[config.mk]
export PLATFORM = sky130hd
export DESIGN_NAME = cu_ram_ctrl
export DESIGN_NICKNAME = d
export VERILOG_FILES = /design/src/rtl/cu_ram_ctrl_pkg.sv /design/src/rtl/cu_ram_ctrl.sv
export SDC_FILE = /design/constraint.sdc
export NUM_CORES = 1
export LEC_CHECK = 0
export ABC_AREA = 1
export BUFFER_PORTS_ARGS = -buffer_cell sky130_fd_sc_hd__buf_2
export CAP_MARGIN = 20
export CORE_UTILIZATION = 38
export CTS_CLUSTER_SIZE = 10
export DETAILED_ROUTE_END_ITERATION = 8
export GPL_TIMING_DRIVEN = 1
export PLACE_DENSITY = 0.69
export RECOVER_POWER = 25
export SLEW_MARGIN = 25
export SYNTH_ARGS = -nofsm -noshare
export SYNTH_HDL_FRONTEND = slang
export SYNTH_SLANG_ARGS = --single-unit
export TNS_END_PERCENT = 10
[constraint.sdc]
create_clock -name clk -period 3.11 [get_ports clk]
set_clock_uncertainty 0.15 [all_clocks]
set_input_delay 0.311 -clock clk [delete_from_list [all_inputs] [get_ports clk]]
set_output_delay 0.311 -clock clk [all_outputs]
set_load 0.01 [all_outputs]
[src/rtl/cu_ram_ctrl_pkg.sv]
// Shared types for the control-unit RAM access sequencer.
// Op and state encodings plus default widths.
package cu_ram_ctrl_pkg;

  localparam int OPERAND_SIZE = 8;
  localparam int RAM_ADDR_W   = 8;

  typedef enum logic [1:0] {
    OP_ILLEGAL = 2'b00,
    OP_READ    = 2'b01,
    OP_WRITE   = 2'b10,
    OP_CLEAR   = 2'b11
  } cu_ram_op_e;

  typedef enum logic [2:0] {
    S_IDLE = 3'd0,
    S_RD   = 3'd1,
    S_WR   = 3'd2,
    S_CLR  = 3'd3,
    S_RESP = 3'd4
  } cu_ram_state_e;

endpackage

[src/rtl/cu_ram_ctrl.sv]
// Sequences read/write/clear requests onto the cu_ram pins.
// RAM pins are registered so they are stable at the RAM's negedge.
module cu_ram_ctrl
  import cu_ram_ctrl_pkg::*;
#(
  parameter int DATA_W = OPERAND_SIZE,
  parameter int ADDR_W = RAM_ADDR_W
) (
  input  logic              clk,
  input  logic              reset,
  input  logic              req_valid,
  output logic              req_ready,
  input  logic [1:0]        req_op,
  input  logic [ADDR_W-1:0] req_addr,
  input  logic [DATA_W-1:0] req_wdata,
  output logic              rsp_valid,
  input  logic              rsp_ready,
  output logic [DATA_W-1:0] rsp_rdata,
  output logic              rsp_err,
  output logic [ADDR_W-1:0] ram_address,
  output logic [DATA_W-1:0] ram_data_in,
  output logic              ram_read,
  output logic              ram_write,
  output logic              ram_enable,
  input  logic [DATA_W-1:0] ram_data_out
);

  localparam logic [ADDR_W:0] LAST =
    {1'b0, {ADDR_W{1'b1}}};

  cu_ram_state_e   state;
  logic [ADDR_W:0] cnt;

  always_ff @(posedge clk or negedge reset) begin
    if (!reset) begin
      state       <= S_IDLE;
      cnt         <= '0;
      req_ready   <= 1'b0;
      rsp_valid   <= 1'b0;
      rsp_rdata   <= '0;
      rsp_err     <= 1'b0;
      ram_address <= '0;
      ram_data_in <= '0;
      ram_read    <= 1'b0;
      ram_write   <= 1'b0;
      ram_enable  <= 1'b0;
    end else begin
      unique case (state)
        S_IDLE: begin
          req_ready <= 1'b1;
          if (req_valid && req_ready) begin
            req_ready <= 1'b0;
            case (req_op)
              OP_READ: begin
                ram_enable  <= 1'b1;
                ram_read    <= 1'b1;
                ram_address <= req_addr;
                state       <= S_RD;
              end
              OP_WRITE: begin
                ram_enable  <= 1'b1;
                ram_write   <= 1'b1;
                ram_address <= req_addr;
                ram_data_in <= req_wdata;
                state       <= S_WR;
              end
              OP_CLEAR: begin
                cnt         <= '0;
                ram_enable  <= 1'b1;
                ram_write   <= 1'b1;
                ram_address <= '0;
                ram_data_in <= '0;
                state       <= S_CLR;
              end
              default: begin
                rsp_err <= 1'b1;
                state   <= S_RESP;
              end
            endcase
          end
        end
        S_RD: begin
          rsp_rdata   <= ram_data_out;
          rsp_valid   <= 1'b1;
          ram_enable  <= 1'b0;
          ram_read    <= 1'b0;
          ram_address <= '0;
          state       <= S_RESP;
        end
        S_WR: begin
          rsp_rdata   <= '0;
          rsp_valid   <= 1'b1;
          ram_enable  <= 1'b0;
          ram_write   <= 1'b0;
          ram_address <= '0;
          ram_data_in <= '0;
          state       <= S_RESP;
        end
        S_CLR: begin
          if (cnt == LAST) begin
            rsp_rdata   <= '0;
            rsp_valid   <= 1'b1;
            ram_enable  <= 1'b0;
            ram_write   <= 1'b0;
            ram_address <= '0;
            state       <= S_RESP;
          end else begin
            cnt         <= cnt + 1'b1;
            ram_address <= ADDR_W'(cnt + 1'b1);
          end
        end
        S_RESP: begin
          // Illegal ops arrive here without valid; raise it one cycle on.
          if (!rsp_valid) begin
            rsp_valid <= 1'b1;
          end else if (rsp_ready) begin
            rsp_valid <= 1'b0;
            rsp_err   <= 1'b0;
            rsp_rdata <= '0;
            req_ready <= 1'b1;
            state     <= S_IDLE;
          end
        end
        default: begin
          state <= S_IDLE;
        end
      endcase
    end
  end

endmodule

## Yosys cells after proc, flatten, opt, wreduce, memory -nomap -nowiden

Index checks and enable logic that the tools add are counted.

| cells by class | value |
|---|---|
| add/subtract/negate cells | 1 |
| equality and inequality tests | 20 |
| mux-type cells | 44 |
| reduce and logical (&&, ||, !) cells | 25 |

Operators by type and width:

| cell | count |
|---|---|
| $mux W8 | 6 |
| $pmux W8 S2 | 3 |
| $pmux W8 S4 | 1 |
| $mux W9 | 3 |
| $pmux W8 S3 | 1 |
| $reduce_and A4 Y1 | 5 |
| $pmux W9 S2 | 1 |
| $mux W1 | 17 |
| $ne A2 B2 Y1 const B | 8 |
| $mux W3 | 4 |
| $pmux W3 S4 | 1 |
| $reduce_and A3 Y1 | 4 |
| $add A9 B1 Y9 const B | 1 |
| $eq A9 B8 Y1 const B | 1 |
| $pmux W1 S3 | 3 |
| $pmux W3 S3 | 1 |
| $reduce_bool A3 Y1 | 3 |
| $reduce_bool A2 Y1 | 4 |
| $eq A3 B2 Y1 const B | 2 |
| $pmux W1 S2 | 3 |
| $reduce_or A2 Y1 | 3 |
| $reduce_and A5 Y1 | 1 |
| $eq A2 B2 Y1 const B | 2 |
| $ne A2 B1 Y1 const B | 2 |
| other kinds (10) | 10 |

| word-level totals | value |
|---|---|
| register bits after elaboration | 42 |
| bits of input ports | 30 |
| output and inout bits | 30 |

## Longest topological paths before layout

| logic depth | value |
|---|---|
| word-level depth | 5 |
| mapped depth | 14 |
| depth with buffers taken out | 13 |

## Least setup slack after synthesis

No wires, ideal clock.

| timing | value |
|---|---|
| path type | register -> register |
| from | register cnt[0] |
| to | register cnt[8] |
| data arrival time | 1.604 ns |
| data required time | 2.834 ns |
| path slack | 1.230 ns |
| stages on the path, launching flop included | 13 |
| buffers on the path | 0 |
| period minus slack after synthesis | 1.880 ns |
| path through | dfrtp_1 -> ha_1 -> nand2_1 -> inv_1 -> nand2_1 -> nor2_1 -> ha_1 -> inv_1 -> nand3_2 -> o21ai_0 -> nand2_2 -> nand2_1 -> o21ai_0 |

| between the ends | value |
|---|---|
| longest elaborated chain between the ends | 3 |

RTL lines:

| what | line | source |
|---|---|---|
| start: declaration | cu_ram_ctrl.sv:32 | `logic [ADDR_W:0] cnt;` |
| start signal: assignment | cu_ram_ctrl.sv:108 | `cnt <= cnt + 1'b1;` |
| $add A9 B1 Y9 or $eq A9 B8 Y1 (tied branches) | -- |  |
| $mux W9 or $ne A2 B2 Y1 (tied branches) | -- |  |
| $pmux W9 S2 or $reduce_and A4 Y1 (tied branches) | -- |  |

Parallel ways exist; a longest one is shown, timed or not. The select of a mux whose other input is x is not followed.
A chain may end at the register's enable or synchronous reset.

## Worst setup path in the final report

| timing | value |
|---|---|
| from | register cnt[0] |
| to | register rsp_rdata[3] |

| between the ends | value |
|---|---|
| longest elaborated chain between the ends | 3 |

RTL lines:

| what | line | source |
|---|---|---|
| $eq A9 B8 Y1 | cu_ram_ctrl.sv:100 | `if (cnt == LAST) begin` |
| $ne A2 B2 Y1 (no source line) | -- |  |
| $reduce_and A4 Y1 (no source line) | -- |  |
| end signal: assignment | cu_ram_ctrl.sv:83 | `rsp_rdata <= ram_data_out;` |
| end: declaration | cu_ram_ctrl.sv:18 | `output logic [DATA_W-1:0] rsp_rdata,` |

No other way between the ends.

==> results.py <==
metrics = {
    "worst_hold_path": {
        "worstHoldPathType": "primary input to register",
    },
    "clocking": {
        "path_clk_slew_ps": 80,
        "cts_made_buffers": 5,
        "cts_root_buf": "clkbuf_8",
        "tritoncts": "done",
        "cts_setup_buffers": 0,
        "worstSkewPairLatency_ps": 280,
        "hold_buffers": 0,
        "cts.sinks": 42,
        "cts_resized": 0,
        "clock_path_buffers": 2,
        "cts_max_level": 2,
    },
    "final_layout": {
        "diodes": 0,
        "syn_to_final_growth_pct": 21.5,
        "final_cell_mix": "nand2_1 (89), buf_2 (58), dfrtp_1 (42)",
        "fin_nets": 358,
        "final_common_cell": "nand2_1",
        "drive_above_1_share_pct": 28.6,
    },
    "grt": {
        "grt_pass1_vias": 1724,
        "grtUsageTotal_pct": 16.7,
        "grt_pass1_wl_um": 7800,
        "grt_start_max_net_pins": 43,
        "grt_overflow": 0,
        "antenna_found_initial": 0,
    },
    "floorplan": {
        "fp-row-count": 26,
        "dieWidth_um": 76.3,
        "fp.dieArea_um2": 5820,
        "io_pins": 60,
        "die_h_um": 76.3,
        "core_um2": 5200,
        "initial_core_util_pct": 40.3,
    },
    "setup_path": {
        "crit_type": "register to register",
        "end_kind": "register",
        "critPathArrivalTime_ps": 2170,
        "cp-start-kind": "register",
        "cp_max_fo": 16,
        "critPathRequiredTime_ps": 3180,
    },
    "timing": {
        "report.final.slew_viol_count": 0,
        "relSlewSlack_pct": 29.7,
        "fmax_mhz": 476,
        "worst_slew_pin_slew_ps": 1050,
        "setup_violations": 0,
        "finalCritPeriodShare_pct": 67.5,
        "hold_violations": 0,
        "rsz0062_at_grt": "no",
        "setup_tns_ps": 0,
        "period_needed_ps": 2100,
    },
    "synth": {
        "synth_top_family_by_area": "simple AND/OR/NAND/NOR gates",
        "synth_seq_cells": 42,
        "synthSimpleGateAreaFrac_pct": 31.0,
        "synthDistinctLibCells": 25,
        "synth_area_um2": 2100,
        "synth-adder-area-share_pct": 3.58,
        "yosysWarnings": 0,
        "synthCells": 258,
        "syn-num-nets": 294,
        "ys_seq_area_share_pct": 50.1,
        "synth_xor_area_share_pct": 0,
        "synthMuxAreaShare_pct": 0,
        "synth_compound_area_share_pct": 10.4,
        "syn_avg_cell_area_um2": 8.13,
    },
    "routing": {
        "wl_um": 4560,
        "drt-pass1-iter-count": 4,
        "drc": 0,
        "drt_iter0_markers": 97,
        "vias": 1857,
        "vias_per_cell": 4.74,
        "post_drt_wl_per_cell_um": 11.6,
        "ant_nets": 0,
    },
    "place": {
        "dp_hpwl_um": 3330,
        "port_buffers": 59,
        "finalWeightedCongestion": 0.903,
    },
    "run": {
        "drv_cap": 0,
    },
    "status": {
        "status": "finished, final reports clean",
    },
    "power": {
        "total_power_uw": 931,
        "ir_worst_vdd_uv": 217,
        "power_leakage_nw": 1.35,
        "powerDensity_nw_per_um2": 365,
    },
}
per-stage QoR:
stage	utilization [%]	worst slack [ps]	hold WS, ps	area, µm²	std cells
floorplan	-	1230	-135	2100	258
global placement	47.2	1060	310	2460	384
detailed placement	47.2	1040	313	2460	384
CTS	48.8	1020	60.6	2540	391
global route	48.9	772	124	2550	392
finish	48.9	1010	121	2550	392
worst max-delay path, stage by stage (launching register included):
cell,delay (ps)
dfrtp_1,410
ha_1,220
nand2_1,100
inv_1,60
nand2_1,80
nor2_1,50
ha_1,170
inv_1,80
nand3_1,70
nand2_1,90
nand2_1,80
nand2_2,290
nand2_1,120
o21ai_2,70
synth_stat cells, drive strengths merged:
| master | instances | area, µm² |
|---|---|---|
| nand3b | 1 | 7.51 |
| clkinv | 1 | 3.75 |
| nand3 | 29 | 155 |
| a22o | 2 | 17.5 |
| o21ai | 23 | 145 |
| clkbuf | 1 | 3.75 |
| a21oi | 6 | 33.8 |
| buf | 2 | 18.8 |
| a21boi | 1 | 7.51 |
| inv | 20 | 75.1 |
| ha | 6 | 75.1 |
| nand2 | 93 | 359 |
| o21bai | 2 | 15.0 |
| nor2 | 28 | 123 |
| dfrtp | 42 | 1050 |
| or2 | 1 | 6.26 |
layer usage:
metal	part of all wire [%]	vias up	GRT usage, %
met2	44	60	26.8
li1	-	950	-
met5	0	-	0
met1	50	838	22.1
met4	1.6	0	6.54
met3	4.8	9	3.59
state kept, by name (all words and copies together), names as in the netlist:
signal / count
cnt: 9
ram_address: 8
ram_data_in: 8
rsp_rdata: 8
state: 3
ram_enable: 1
ram_read: 1
ram_write: 1
req_ready: 1
rsp_err: 1
rsp_valid: 1
where the power goes:
| part | total (mW) | internal (mW) | switching, mW |
|---|---|---|---|
| Clock | 0.340 | 0.154 | 0.185 |
| Sequential | 0.545 | 0.545 | 0 |
| Combinational | 0.0454 | 0.0187 | 0.0267 |
| Total | 0.931 | 0.718 | 0.212 |
final cells by class:
type	count	area (µm²)
Timing Repair Buffer	60	305
Inverter	21	78.8
Clock inverter	1	7.51
Tap cell	70	87.6
Clock buffer	6	72.6
Multi-Input combinational cell	192	945
Fill cell	541	2660
Sequential cell	42	1050
worst paths after layout:
path                            startpoint           end  slack [ps]  cells after the start
max                                 cnt[0]  rsp_rdata[3]        1010                     13
min                        ram_data_out[0]  rsp_rdata[0]         120                      3
max reg2reg                         cnt[0]  rsp_rdata[3]        1010                     13
min reg2reg                   rsp_rdata[2]  rsp_rdata[2]         330                      2
max in group asynchronous            reset        cnt[1]        1560                      2
min in group asynchronous            reset    ram_enable         590                      2
kinds of logic (layout without fill, tap and decap cells):
kind of cell | after synthesis | in the layout
buffers and inverters | 24 | 88
AOI/OAI and AO/OA | 34 | 34
and+or+nand+nor | 152 | 152
DFF | 42 | 42
adders and majority gates | 6 | 6
No activity file was read; power rests on OpenSTA's default activity.
